<file path="src/rtl/hilo_div.sv">
// hilo_div: multi-cycle radix-2 restoring divider for DIV/DIVU.
// Produces {remainder, quotient} for the HI/LO write port. EX raises start_i and
// holds it until ready_o is high, then drops it for at least one cycle.
//
// Ports:
//   clk           clock
//   rst           synchronous, active-high reset
//   signed_div_i  1 = signed DIV, 0 = DIVU (sampled with start_i)
//   opdata1_i     dividend (sampled with start_i)
//   opdata2_i     divisor  (sampled with start_i)
//   start_i       division request, held until ready_o
//   annul_i       abort an operation that has not yet finished
//   result_o      {remainder, quotient}, valid only while ready_o = 1
//   ready_o       result valid
module hilo_div #(
  parameter int unsigned DW = 32
) (
  input  logic            clk,
  input  logic            rst,
  input  logic            signed_div_i,
  input  logic [DW-1:0]   opdata1_i,
  input  logic [DW-1:0]   opdata2_i,
  input  logic            start_i,
  input  logic            annul_i,
  output logic [2*DW-1:0] result_o,
  output logic            ready_o
);

  localparam int unsigned CntW = $clog2(DW + 1);
  localparam logic [CntW-1:0] CntLast = CntW'(DW);

  typedef enum logic [1:0] {StFree, StByZero, StOn, StEnd} state_e;

  state_e          state_q, state_d;
  logic [DW-1:0]   quo_q, quo_d;
  logic [DW-1:0]   rem_q, rem_d;
  logic [DW-1:0]   divisor_q, divisor_d;
  logic [CntW-1:0] cnt_q, cnt_d;
  logic            neg_quo_q, neg_quo_d;
  logic            neg_rem_q, neg_rem_d;
  logic [2*DW-1:0] result_q, result_d;
  logic            ready_q, ready_d;

  // Operand magnitudes; only negative in signed mode.
  logic          op1_neg, op2_neg;
  logic [DW-1:0] op1_mag, op2_mag;

  assign op1_neg = signed_div_i & opdata1_i[DW-1];
  assign op2_neg = signed_div_i & opdata2_i[DW-1];
  assign op1_mag = op1_neg ? (~opdata1_i + DW'(1)) : opdata1_i;
  assign op2_mag = op2_neg ? (~opdata2_i + DW'(1)) : opdata2_i;

  // One restoring step: shift {rem, quo} left and trial-subtract the divisor
  // from the upper DW+1 bits. rem < divisor keeps the difference within DW bits.
  logic [DW:0] shifted, diff;

  assign shifted = {rem_q, quo_q[DW-1]};
  assign diff    = shifted - {1'b0, divisor_q};

  logic [DW-1:0] quo_fix, rem_fix;

  assign quo_fix = neg_quo_q ? (~quo_q + DW'(1)) : quo_q;
  assign rem_fix = neg_rem_q ? (~rem_q + DW'(1)) : rem_q;

  // State and datapath registers.
  always_ff @(posedge clk) begin
    if (rst) begin
      state_q   <= StFree;
      quo_q     <= '0;
      rem_q     <= '0;
      divisor_q <= '0;
      cnt_q     <= '0;
      neg_quo_q <= 1'b0;
      neg_rem_q <= 1'b0;
      result_q  <= '0;
      ready_q   <= 1'b0;
    end else begin
      state_q   <= state_d;
      quo_q     <= quo_d;
      rem_q     <= rem_d;
      divisor_q <= divisor_d;
      cnt_q     <= cnt_d;
      neg_quo_q <= neg_quo_d;
      neg_rem_q <= neg_rem_d;
      result_q  <= result_d;
      ready_q   <= ready_d;
    end
  end

  // Next-state logic.
  always_comb begin
    state_d = state_q;
    unique case (state_q)
      StFree: begin
        if (start_i && !annul_i) begin
          state_d = (opdata2_i == '0) ? StByZero : StOn;
        end
      end
      StByZero: state_d = annul_i ? StFree : StEnd;
      StOn: begin
        if (annul_i) begin
          state_d = StFree;
        end else if (cnt_q == CntLast) begin
          state_d = StEnd;
        end
      end
      StEnd: begin
        if (!start_i) begin
          state_d = StFree;
        end
      end
      default: state_d = StFree;
    endcase
  end

  // Datapath and registered-output next values.
  always_comb begin
    quo_d     = quo_q;
    rem_d     = rem_q;
    divisor_d = divisor_q;
    cnt_d     = cnt_q;
    neg_quo_d = neg_quo_q;
    neg_rem_d = neg_rem_q;
    result_d  = result_q;
    ready_d   = ready_q;
    unique case (state_q)
      StFree: begin
        ready_d  = 1'b0;
        result_d = '0;
        if (start_i && !annul_i) begin
          quo_d     = op1_mag;
          rem_d     = '0;
          divisor_d = op2_mag;
          cnt_d     = '0;
          neg_quo_d = op1_neg ^ op2_neg;
          neg_rem_d = op1_neg;
        end
      end
      StByZero: begin
        ready_d  = 1'b0;
        result_d = '0;
      end
      StOn: begin
        if (annul_i) begin
          ready_d  = 1'b0;
          result_d = '0;
        end else if (cnt_q != CntLast) begin
          if (!diff[DW]) begin
            rem_d = diff[DW-1:0];
            quo_d = {quo_q[DW-2:0], 1'b1};
          end else begin
            rem_d = shifted[DW-1:0];
            quo_d = {quo_q[DW-2:0], 1'b0};
          end
          cnt_d = cnt_q + CntW'(1);
        end else begin
          result_d = {rem_fix, quo_fix};
          ready_d  = 1'b1;
        end
      end
      StEnd: begin
        // Divide-by-zero arrives here with ready low; it is raised one edge later.
        if (start_i) begin
          ready_d = 1'b1;
        end else begin
          ready_d  = 1'b0;
          result_d = '0;
        end
      end
      default: begin
        ready_d  = 1'b0;
        result_d = '0;
      end
    endcase
  end

  assign result_o = result_q;
  assign ready_o  = ready_q;

endmodule

</file>
<file path="config.mk">
export PLATFORM = sky130hd
export DESIGN_NAME = hilo_div
export DESIGN_NICKNAME = d
export VERILOG_FILES = /design/src/rtl/hilo_div.sv
export SDC_FILE = /design/constraint.sdc
export NUM_CORES = 1
export LEC_CHECK = 0
export ABC_AREA = 1
export CORE_MARGIN = 3
export CORE_UTILIZATION = 30
export CTS_BUF_LIST = sky130_fd_sc_hd__clkbuf_8
export CTS_CLUSTER_SIZE = 30
export DETAILED_ROUTE_END_ITERATION = 16
export PLACE_DENSITY = 0.51
export SYNTH_ARGS = -nofsm -noshare
export SYNTH_HDL_FRONTEND = slang
export SYNTH_SLANG_ARGS = --single-unit
export TNS_END_PERCENT = 50
</file>
<file path="constraint.sdc">
create_clock -name clk -period 4.7 [get_ports clk]
set_input_delay 0.705 -clock clk [delete_from_list [all_inputs] [get_ports clk]]
set_output_delay 0.705 -clock clk [all_outputs]
set_load 0.01 [all_outputs]
</file>
======== Word level (Yosys, flattened, before mapping) ========
Cells that the tools add are included.
operators by class
  $add $sub $neg .......................... 6
  bitwise gates (word level) .............. 7
  muxes and demuxes ....................... 33
  reduce and logical (&&, ||, !) cells .... 10
  equality and inequality tests ........... 11
operators with widths
  cell                   count
  $mux 32                11
  $mux 64                3
  $pmux 64 s3            1
  $add 32x1->32 const B  4
  $not 32->32            4
  $pmux 32 s2            2
  $sub 33x32->33         1
  $logic_not 32->1       1
  $mux 6                 3
  $mux 2                 6
  $pmux 6 s2             1
  $ne 2x2->1 const B     4
  $pmux 2 s4             1
  $add 6x1->6 const B    1
  $eq 6x6->1 const B     1
  $ne 3x3->1 const B     2
  $ne 6x6->1 const B     1
  $eq 2x2->1 const B     2
  $mux 1                 4
  $reduce_and 2->1       2
  $reduce_and 4->1       1
  $pmux 1 s3             1
  $reduce_and 3->1       1
  $and 1x1->1            2
  7 further kinds        7
word-level totals
  bits of input ports ..................... 69
  flip-flop bits (word level) ............. 171
  output and inout bits ................... 65

======== Longest topological paths before layout ========
  word-level depth ........................ 6
  mapped depth ............................ 18
  mapped depth without buffers ............ 17

======== Worst setup path before layout ========
Ideal clock, no wire load.
  kind .................................... reg-to-reg
  from .................................... reg quo_q[31]
  to ...................................... reg rem_q[10]
  data required time ...................... 4.565 ns
  path slack .............................. 2.421 ns
  setup time .............................. 0.135 ns
  cell stages (with the launch flop) ...... 19
  data arrival time ....................... 2.145 ns
  cell sequence ........................... dfxtp_1 > inv_1 > ha_1 > fa_1 > inv_1 > nand2_1 > nand2_1 > nand3_1 > nand2_2 > nand2_4 > nand2_4 > nand2_8 > nand2_4 > nand2_4 > nand2_4 > buf_12 > nand2_4 > nand3_2 > a21oi_2
on the way
  word-level cells in the longest chain between the ends .. 5
ends and longest elaborated chain
  item                    line  source
  from (decl)             35    logic [DW-1:0] quo_q, quo_d;
  from (signal assigned)  79    quo_q <= quo_d;
  $sub 33x32->33          58    assign diff = shifted - {1'b0, divisor_q};
  $mux 32                 148   if (!diff[DW]) begin
  $mux 32                 147   end else if (cnt_q != CntLast) begin
  $mux 32                 144   if (annul_i) begin
  $pmux 32 s2             126   unique case (state_q)
  to (signal assigned)    80    rem_q <= rem_d;
  to (decl)               36    logic [DW-1:0] rem_q, rem_d;
No other way between the ends. The select of a mux whose other input is x is not followed.
A chain may end at the register's enable or synchronous reset.

======== Worst setup path after layout ========
  from .................................... reg state_q[0]
  to ...................................... reg result_q[33] (netlist: result_o[33])
on the way
  word-level cells in the longest chain between the ends .. 3
  elaborated cells between the ends (all ways) .. 9
  those cells by class .................... eq/ne (5); mux (1); reduce/logical (3)
ends and longest elaborated chain
  item                                                            line  source
  from (decl)                                                     34    state_e state_q, state_d;
  from (signal assigned)                                          68    state_q <= StFree;
  from (signal assigned)                                          78    state_q <= state_d;
  $eq 2x1->1, or another cell as far along                        126
  $reduce_or 2->1 (no source line), or another cell as far along  -
  $pmux 64 s3 or $reduce_and 2->1 (tied branches)                 -
  to (signal assigned)                                            85    result_q <= result_d;
  to (decl)                                                       41    logic [2*DW-1:0] result_q, result_d;
Parallel ways exist; a longest one is shown, timed or not.

==> metrics <==
cell accounting for the most synthesized area=dfxtp_1; grt ovf=0; Distinct cells, synth=53; Buf/Inv on CP=7; final slew viol count=0; synthesized area=13300 um2; CP Class=reg -> reg; most frequent CP cell=buf_4; sequential share of the synthesized area=25.8%; post-DR vias/cell=4.87; Root Driver=clkbuf_8; starting DRC count in detailed routing=903; H-tree Lvls=4; Worst-path clk slew=0.09 ns; Initial Utilization=30.6%; switch share=49.1%; WL/cell=16.3 um; hold slack final=0.465 ns; Worst EP required=5.06 ns; status=finished, final reports clean; Post-CTS Setup Inserts=0; FF+latch count, synth=171; CTS tree=done; yosys warns=0; Post-DRT Antenna Nets=0; DRT Wirelength=46.7 mm; vias in the first global route=13211; CP Capture Type=register; worst skew pair latency=0.51 ns; # rows=76; layout cells sized above 1=6.65%; final period utilization=67.3%; Slew headroom=30.3%; Critical Path Max Stage Delay=0.64 ns; first-pass GRT wire length=73.5 mm; Int Pwr=2.99 mW; Final setup viols=0; Post-synth EDFFs=0; # hold bufs at CTS=0; slew of the pin with the lowest slew margin=1.04 ns; Synth Instances=2187; Synth async-reset ratio=0%; largest net degree at the start of global routing=69; Highest Clock Rate=316 MHz; Final Hold Vio Count=0; clk_skew=0.0162 ns; first drt pass iteration count=5; worst reg2reg setup slack=1.54 ns; PwrDens=380 nW/um2; Final HPWL DP=37.2 mm; Flop pwr share=30.8%; Final min period=3.16 ns; clock share of power=17.3%; Max clock buf depth=2; setup TNS=0 ns; Syn Area/Cell=6.07 um2; top post-synthesis cells by area=dfxtp_1 (26%), nand2_1 (17%), inv_1 (8.8%); routability cong.=0.940; LEAKAGE=7.01 nW; Worst Path Arrival=3.52 ns; ys flop type=dfxtp_1; DIE AREA=46800 um2; I/O Buffers=133; Die W=216 um; clk sink count=171; Net Count, Synth=2298; via count=13979; Post-route DRC=0; max_cap viols=0; Synth top area share=25.8%; Final Util=35.5%; cells on worst reg2reg path=14; total track usage=19.8%; hold path cells=2; CP max FO=37; RSZ-0062 raised after global routing=no; worst min-delay path class=reg -> reg; post_cts resized=0; crit-path cells=inv_1 -> ha_1 -> buf_4 -> inv_2 -> nor2_4 -> o21ai_2 -> nand2_2 -> inv_1 -> nand2_1 -> buf_4 -> clkinv_1 -> buf_4 -> o211ai_1 -> a21oi_1; DRT met1 WL=21.8 mm; I/O pins=134; area of the core=43400 um2; Layout area overhead=16.1%; # nets final=2384; initial antenna violation count=1; met2 WL post-DR=22.4 mm; Startpoint Class=register; Worst VDD drop=0.206 mV; Die H=216 um; slowest CP cell=clkinv_1; WL met3=1.91 mm; instance count on the critical path=14; Crit path max-delay family=buffers and inverters; TritonCTS buffer count=17; Psw=2.88 mW; diodes inserted=0; top layer in use=met4; logic gate share of total power=52.0%
metrics by stage:
stage / cells / setup WS, ns / power [mW] / area (um2)
after floorplan: 2187 / 2.42 / 4.01 / 13300
after global placement: 2839 / 1.28 / 4.84 / 15000
after detailed placement: 2839 / 1.24 / 4.86 / 15000
after CTS: 2870 / 1.52 / 5.89 / 15400
after global routing: 2870 / 1.24 / 6.36 / 15400
final: 2870 / 1.54 / 5.86 / 15400
kinds of logic after synthesis:
group,synth area share (%)
fa+ha+maj,4.01
compound gates,16.5
flops,25.8
buf+inv,12.4
xor+xnor,3.69
simple gates,37.6
power groups by stage:
stage	combinational [mW]	clock (mW)	sequential (mW)
after floorplan	2.24	0	1.77
after global routing	3.43	1.11	1.83
after global placement	3.01	0	1.83
after detailed placement	3.03	0	1.83
final	3.05	1.01	1.80
after CTS	3.04	1.05	1.80
layer usage:
layer	vias up	GRT usage, %
met5	-	0
met1	6448	26.6
met3	34	2.40
li1	7190	-
met4	0	4.27
met2	307	34.1
worst register-to-register path, stage by stage, from the launching register on:
cell and delay [ns]:
dfxtp_1 0.33, inv_1 0.09, ha_1 0.14, buf_4 0.34, inv_2 0.10, nor2_4 0.11
o21ai_2 0.10, nand2_2 0.08, inv_1 0.04, nand2_1 0.06, buf_4 0.30, clkinv_1 0.65
buf_4 0.47, o211ai_1 0.14, a21oi_1 0.08
path summary, 6_finish.rpt:
check | to | from
setup / recovery | result_o[33] | state_q[0]
hold / removal | result_o[35] | result_o[35]
setup reg to reg | result_o[33] | state_q[0]
hold reg to reg | result_o[35] | result_o[35]
cell usage in the layout (no fill, tap or decap), types with 41 or more instances in the layout:
master and n:
ha_1 41, clkdlybuf4s50_1 132, dfxtp_1 171, nand2_1 613
inv_1 315, xor2_1 42, nand3_1 190, a21oi_1 209
o21ai_0 116, nor2_1 164
cell usage after synthesis (21+ instances only):
cell type / number
nand4_1: 30
nor3_1: 21
nor2_1: 164
a21oi_1: 209
nand2_1: 614
o21ai_0: 116
xor2_1: 42
ha_1: 41
dfxtp_1: 171
nand3_1: 190
inv_1: 313
clkbuf_1: 45
sequential cells by signal, summed over array words and instances, names as in the netlist:
| register | cells |
|---|---|
| neg_rem_q | 1 |
| quo_q | 32 |
| neg_quo_q | 1 |
| divisor_q | 32 |
| ready_o | 1 |
| result_o | 64 |
| cnt_q | 6 |
| rem_q | 32 |
| state_q | 2 |
final cells by class:
class / instances / area (um2)
clock buffers: 19 / 262
clock inverters: 12 / 103
fillers: 4933 / 27900
inverters: 330 / 1240
multi-input cells: 1605 / 8210
flip-flops and latches: 171 / 3420
well taps: 585 / 732
repair buffers: 148 / 1440
(Power assumes the default switching activity.)
